## src/rtl/spi_master.sv

```systemverilog
// rtl/spi_master.sv - SPI mode-0 master, 8-bit MSB-first frames, cs_n held low across a tx_last-terminated burst
module spi_master #(
    parameter int CLK_DIV  = 2,
    parameter int CS_SETUP = 2,
    parameter int CS_HOLD  = 2,
    parameter int CS_IDLE  = 2
) (
    input  logic       clk,
    input  logic       rst_n,
    input  logic       tx_valid,
    output logic       tx_ready,
    input  logic [7:0] tx_data,
    input  logic       tx_last,
    output logic       rx_valid,
    output logic [7:0] rx_data,
    output logic       busy,
    output logic       sclk,
    output logic       cs_n,
    output logic       mosi,
    input  logic       miso
);

    localparam int MAX_A = (CLK_DIV > CS_SETUP) ? CLK_DIV : CS_SETUP;
    localparam int MAX_B = (CS_HOLD > CS_IDLE) ? CS_HOLD : CS_IDLE;
    localparam int MAX_P = (MAX_A > MAX_B) ? MAX_A : MAX_B;
    localparam int CW    = $clog2(MAX_P) + 1;

    typedef enum logic [2:0] {
        S_IDLE, S_SETUP, S_SHIFT, S_WAIT, S_HOLD, S_GAP
    } state_e;

    state_e        state_q, state_d;
    logic [CW-1:0] cnt_q, cnt_d;
    logic [4:0]    tog_q, tog_d;
    logic [7:0]    tx_shift_q, tx_shift_d;
    logic [7:0]    rx_shift_q, rx_shift_d;
    logic [7:0]    rx_data_q, rx_data_d;
    logic          last_q, last_d;
    logic          sclk_q, sclk_d;
    logic          cs_n_q, cs_n_d;
    logic          mosi_q, mosi_d;
    logic          rx_valid_q, rx_valid_d;
    logic          tx_ready_q, tx_ready_d;

    logic accept, half_done, byte_done, rising, falling;

    assign accept    = tx_valid && tx_ready_q;
    assign half_done = (cnt_q == CW'(CLK_DIV - 1));
    assign byte_done = (state_q == S_SHIFT) && half_done && (tog_q == 5'd15);
    assign rising    = (state_q == S_SHIFT) && half_done && !sclk_q;
    assign falling   = (state_q == S_SHIFT) && half_done && sclk_q;

    always_ff @(posedge clk) begin
        if (!rst_n) begin
            state_q    <= S_IDLE;
            cnt_q      <= '0;
            tog_q      <= '0;
            tx_shift_q <= '0;
            rx_shift_q <= '0;
            rx_data_q  <= '0;
            last_q     <= 1'b0;
            sclk_q     <= 1'b0;
            cs_n_q     <= 1'b1;
            mosi_q     <= 1'b0;
            rx_valid_q <= 1'b0;
            tx_ready_q <= 1'b0;
        end else begin
            state_q    <= state_d;
            cnt_q      <= cnt_d;
            tog_q      <= tog_d;
            tx_shift_q <= tx_shift_d;
            rx_shift_q <= rx_shift_d;
            rx_data_q  <= rx_data_d;
            last_q     <= last_d;
            sclk_q     <= sclk_d;
            cs_n_q     <= cs_n_d;
            mosi_q     <= mosi_d;
            rx_valid_q <= rx_valid_d;
            tx_ready_q <= tx_ready_d;
        end
    end

    always_comb begin
        state_d = state_q;
        case (state_q)
            S_IDLE:  if (accept) state_d = S_SETUP;
            S_SETUP: if (cnt_q == CW'(CS_SETUP - 1)) state_d = S_SHIFT;
            S_SHIFT: if (byte_done) state_d = last_q ? S_HOLD : S_WAIT;
            S_WAIT:  if (accept) state_d = S_SHIFT;
            S_HOLD:  if (cnt_q == CW'(CS_HOLD - 1)) state_d = S_GAP;
            S_GAP:   if (cnt_q == CW'(CS_IDLE - 1)) state_d = S_IDLE;
            default: state_d = S_IDLE;
        endcase
    end

    always_comb begin
        // Counters restart on every state entry and each sclk half-period, so they never wrap.
        cnt_d = cnt_q + CW'(1);
        if ((state_d != state_q) || (state_q == S_IDLE) || (state_q == S_WAIT) ||
            ((state_q == S_SHIFT) && half_done)) begin
            cnt_d = '0;
        end

        tog_d = tog_q;
        if ((state_q != S_SHIFT) || (state_d != S_SHIFT)) begin
            tog_d = '0;
        end else if (half_done) begin
            tog_d = tog_q + 5'd1;
        end

        sclk_d = 1'b0;
        if (state_q == S_SHIFT) begin
            sclk_d = half_done ? ~sclk_q : sclk_q;
        end

        tx_shift_d = tx_shift_q;
        last_d     = last_q;
        mosi_d     = mosi_q;
        if (accept) begin
            tx_shift_d = tx_data;
            last_d     = tx_last;
            mosi_d     = tx_data[7];
        end else if (falling && (tog_q != 5'd15)) begin
            tx_shift_d = {tx_shift_q[6:0], 1'b0};
            mosi_d     = tx_shift_q[6];
        end
        if (state_d == S_GAP) begin
            mosi_d = 1'b0;
        end

        rx_shift_d = rising ? {rx_shift_q[6:0], miso} : rx_shift_q;
        rx_data_d  = byte_done ? rx_shift_q : rx_data_q;
        rx_valid_d = byte_done;

        cs_n_d     = !((state_d == S_SETUP) || (state_d == S_SHIFT) ||
                       (state_d == S_WAIT)  || (state_d == S_HOLD));
        tx_ready_d = (state_d == S_IDLE) || (state_d == S_WAIT);
    end

    assign tx_ready = tx_ready_q;
    assign rx_valid = rx_valid_q;
    assign rx_data  = rx_data_q;
    assign busy     = (state_q != S_IDLE);
    assign sclk     = sclk_q;
    assign cs_n     = cs_n_q;
    assign mosi     = mosi_q;

endmodule

```

## config.mk

```make
export PLATFORM = sky130hd
export DESIGN_NAME = spi_master
export DESIGN_NICKNAME = d
export VERILOG_FILES = /design/src/rtl/spi_master.sv
export SDC_FILE = /design/constraint.sdc
export NUM_CORES = 1
export LEC_CHECK = 0
export CAP_MARGIN = 20
export CORE_MARGIN = 2
export CORE_UTILIZATION = 45
export DETAILED_ROUTE_END_ITERATION = 10
export GPL_TIMING_DRIVEN = 1
export PLACE_DENSITY = 0.73
export REMOVE_ABC_BUFFERS = 1
export SYNTH_ARGS = -nofsm -noshare
export SYNTH_HDL_FRONTEND = slang
export SYNTH_SLANG_ARGS = --single-unit
```

## constraint.sdc

```tcl
create_clock -name clk -period 1.95 [get_ports clk]
set_input_delay 0.4875 -clock clk [delete_from_list [all_inputs] [get_ports clk]]
set_output_delay 0.4875 -clock clk [all_outputs]
set_load 0.1 [all_outputs]
```

==> flow_summary_export.csv, run 1 <==
group,metric,value,unit
synth,post_synth.cell_area_avg,9.43,µm²
clock_tree,cts_tree,"built",
global_routing,gr-total-overflow,0,
synth,synthTopCellsByArea,"dfxtp_1 46%, mux2i_1 10%, nand2_1 5.3%, a21boi_0 4.0%, nor2b_1 3.7%",
route,drtIter0Drc,41,
floorplanning,die-area,4280,µm²
synth,ys_ff_latch,39,
floorplanning,coreArea,3630,µm²
synth,yosysTopAreaCell,"dfxtp_1",
synth,yosysSeqAreaShare,0.460,
finish,drive_gt1_frac,0.203,
sta,min_period,1.84,ns
worst_setup_path,critPathArrivalTime,2.02,ns
place,place_inst,257,
synth,ys_warn_count,0,
worst_hold_path,hold_path_class,"register to register",
clock_tree,htreeDepth,2,
floorplanning,ios,27,
finish,syn2layout_area_growth,37.1,%
global_routing,grt_pass1_wl,5.60,mm
finish,stdcell_count,265,
sta,setup_viol,0,
power_and_ir_drop,p_seq_frac,0.522,
place,dp_slack,-0.209,ns
place,hpwl,2.51,mm
power_and_ir_drop,combPwrFrac,0.150,
place,io_buffers,26,
floorplanning,rows,22,
power_and_ir_drop,p_clk_frac,0.328,
route,post_drt_wl_per_cell,12.6,µm
worst_setup_path,crit_type,"register to register",
finish,final_common_cell,"dfxtp_1",
job,cap_violations,0,
synth,netlist_area,1700,µm²
sta,fin_worst_skew,0.00315,ns
route,first_pass_iters,4,
global_routing,grt_max_degree,24,
finish,final_cell_mix,"39 x dfxtp_1, 24 x nand2_1, 17 x mux2i_1",
worst_setup_path,cp.required,2.13,ns
global_routing,grtUsageTotal,0.167,
sta,drv_slew,0,
sta,setup-tns-final,0,ns
synth,synthCells,180,
floorplanning,initial_core_util,0.467,
sta,rsz0062_at_grt,"false",
clock_tree,clock_sinks,39,
power_and_ir_drop,p_switching,434,µW
route,highest_layer,"met4",
power_and_ir_drop,power,1610,µW
power_and_ir_drop,switching_share,0.269,
sta,tightest_slew,0.521,ns
worst_setup_path,cp-start-kind,"register",
finish,diodes,0,
run_status,status,"finished clean",
power_and_ir_drop,powerDensity,693,nW/µm²
route,vias,1368,
route,viasPerCell,5.16,
sta,final_hold_viol_count,0,
place,place.gp.congestion,0.837,
clock_tree,clkLatencyLatePin,0.29,ns
sta,fmax,0.543,GHz
route,drt-met1-wl,1.46,mm
global_routing,antenna_found_initial,0,
route,met3_length,175,µm
worst_setup_path,cp-end-kind,"register",
route,drc,0,
route,postRouteAntennaNets,0,
worst_setup_path,cp_max_fo,15,
synth,synth_top_area_share,0.460,
floorplanning,die_h,65.4,µm
clock_tree,path_clk_slew,0.08,ns
route,routed_wl,3.34,mm
power_and_ir_drop,intPower,1180,µW
power_and_ir_drop,p_leak,0.000881,µW
clock_tree,cts_buffer_depth,2,
sta,finalCritPeriodShare,0.944,
power_and_ir_drop,vdd_drop_max,467,µV
route,wl_met2,1.68,mm
finish,nets,232,
clock_tree,cts-root-buf,"clkbuf_8",
clock_tree,postCtsSetupBuffers,0,
floorplanning,die_w,65.4,µm
synth,synth_cell_types,37,
clock_tree,cts_made_buffers,5,
global_routing,first_global_vias,1270,
sta,slew_headroom,0.652,
sta,finalWorstSetupSlack,0.109,ns
## per-layer routing
| metal | GRT usage | vias to the layer above |
|---|---|---|
| met2 | 0.304 | 36 |
| met4 | 0.0313 | 0 |
| met3 | 0.0514 | 4 |
| met5 | 0 | - |
| met1 | 0.192 | 628 |
| li1 | - | 700 |
## final timing paths
path                                    to  slack (ns)  cells after the start           from
worst min-delay path            rx_data[7]        0.47                      2  rx_shift_q[7]
worst min register to register  rx_data[7]        0.47                      2  rx_shift_q[7]
worst max register to register    cnt_q[1]        0.11                      6       cnt_q[0]
worst max-delay path              cnt_q[1]        0.11                      6       cnt_q[0]
## power groups by stage
stage	Sequential [µW]	Combinational, µW	Clock [µW]
floorplan	899	93.4	0
global placement	859	233	0
detailed placement	861	237	0
CTS	842	238	549
global route	846	257	588
finish	843	241	529
## cells in the mapped netlist (all sizes together)
| library cell | count |
|---|---|
| o21bai | 1 |
| nor3b | 3 |
| xnor2 | 1 |
| o21ba | 1 |
| buf | 3 |
| mux2 | 2 |
| dfxtp | 39 |
| nor2 | 4 |
| a22o | 1 |
| inv | 3 |
| a21oi | 8 |
| ha | 3 |
| o21ai | 9 |
| o32a | 1 |
| nor4b | 1 |
| nand4 | 1 |
| and2 | 5 |
| nand2 | 24 |
| nand3 | 3 |
| mux2i | 17 |
| o311ai | 1 |
| a21boi | 9 |
| xor2 | 4 |
| a22oi | 1 |
| a32oi | 1 |
| o22ai | 1 |
| a2111oi | 1 |
| clkbuf | 6 |
| nor2b | 10 |
| or2b | 1 |
| o32ai | 1 |
| a31o | 1 |
| nand3b | 2 |
| nor3 | 7 |
| or3b | 1 |
| and3 | 3 |
## state kept, by name, indices dropped and copies added (netlist names)
signal and count:
rx_shift_q 8, last_q 1, tx_shift_q 7, cnt_q 2
sclk 1, state_q 3, rx_data 8, mosi 1
tx_ready 1, tog_q 5, cs_n 1, rx_valid 1
## through the flow
stage	instance area, µm²	util	hold slack [ns]
2_1_floorplan	1660	-	0.441
3_3_place_gp	2210	0.608	0.454
3_5_place_dp	2210	0.608	0.465
4_1_cts	2300	0.633	0.477
5_1_grt	2330	0.641	0.506
6_report	2330	0.641	0.469
## logic make-up after synthesis
logic type | after synthesis | synth area share
compound gates | 37 | 0.145
xor+xnor | 5 | 0.0258
fa+ha+maj | 3 | 0.0221
buf+inv | 12 | 0.0287
flops | 39 | 0.460
mux | 19 | 0.113
simple gates | 65 | 0.205
## cell type report
cell class	instances	area (µm²)
inverters	3	11.3
flip-flops and latches	39	781
repair buffers	38	490
well taps	48	60.1
multi-input cells	129	897
fillers	309	1310
clock inverters	3	20.0
clock buffers	5	68.8
## critical path, stage by stage (launching register included)
cell	delay [ns]
dfxtp_1	0.33
ha_1	0.22
buf_4	0.20
nor2_1	0.16
a22o_1	0.24
o32a_1	0.24
mux2_2	0.35
## what timing repair did
action | in CTS | in global routing
endpoints found under the setup margin | 0 | 8
hold buffers | 0 | 0
gates resized for setup | 0 | 5
(Power assumes the default switching activity.)
==> run 2, diff against run 1 <==
CAP_MARGIN = default   (was 20)
CTS_BUF_LIST = sky130_fd_sc_hd__clkbuf_4 sky130_fd_sc_hd__clkbuf_8 sky130_fd_sc_hd__clkbuf_16   (was default)
==> results of run 2 <==
No change in the layout: final DEF, timing and power equal those of run 1.
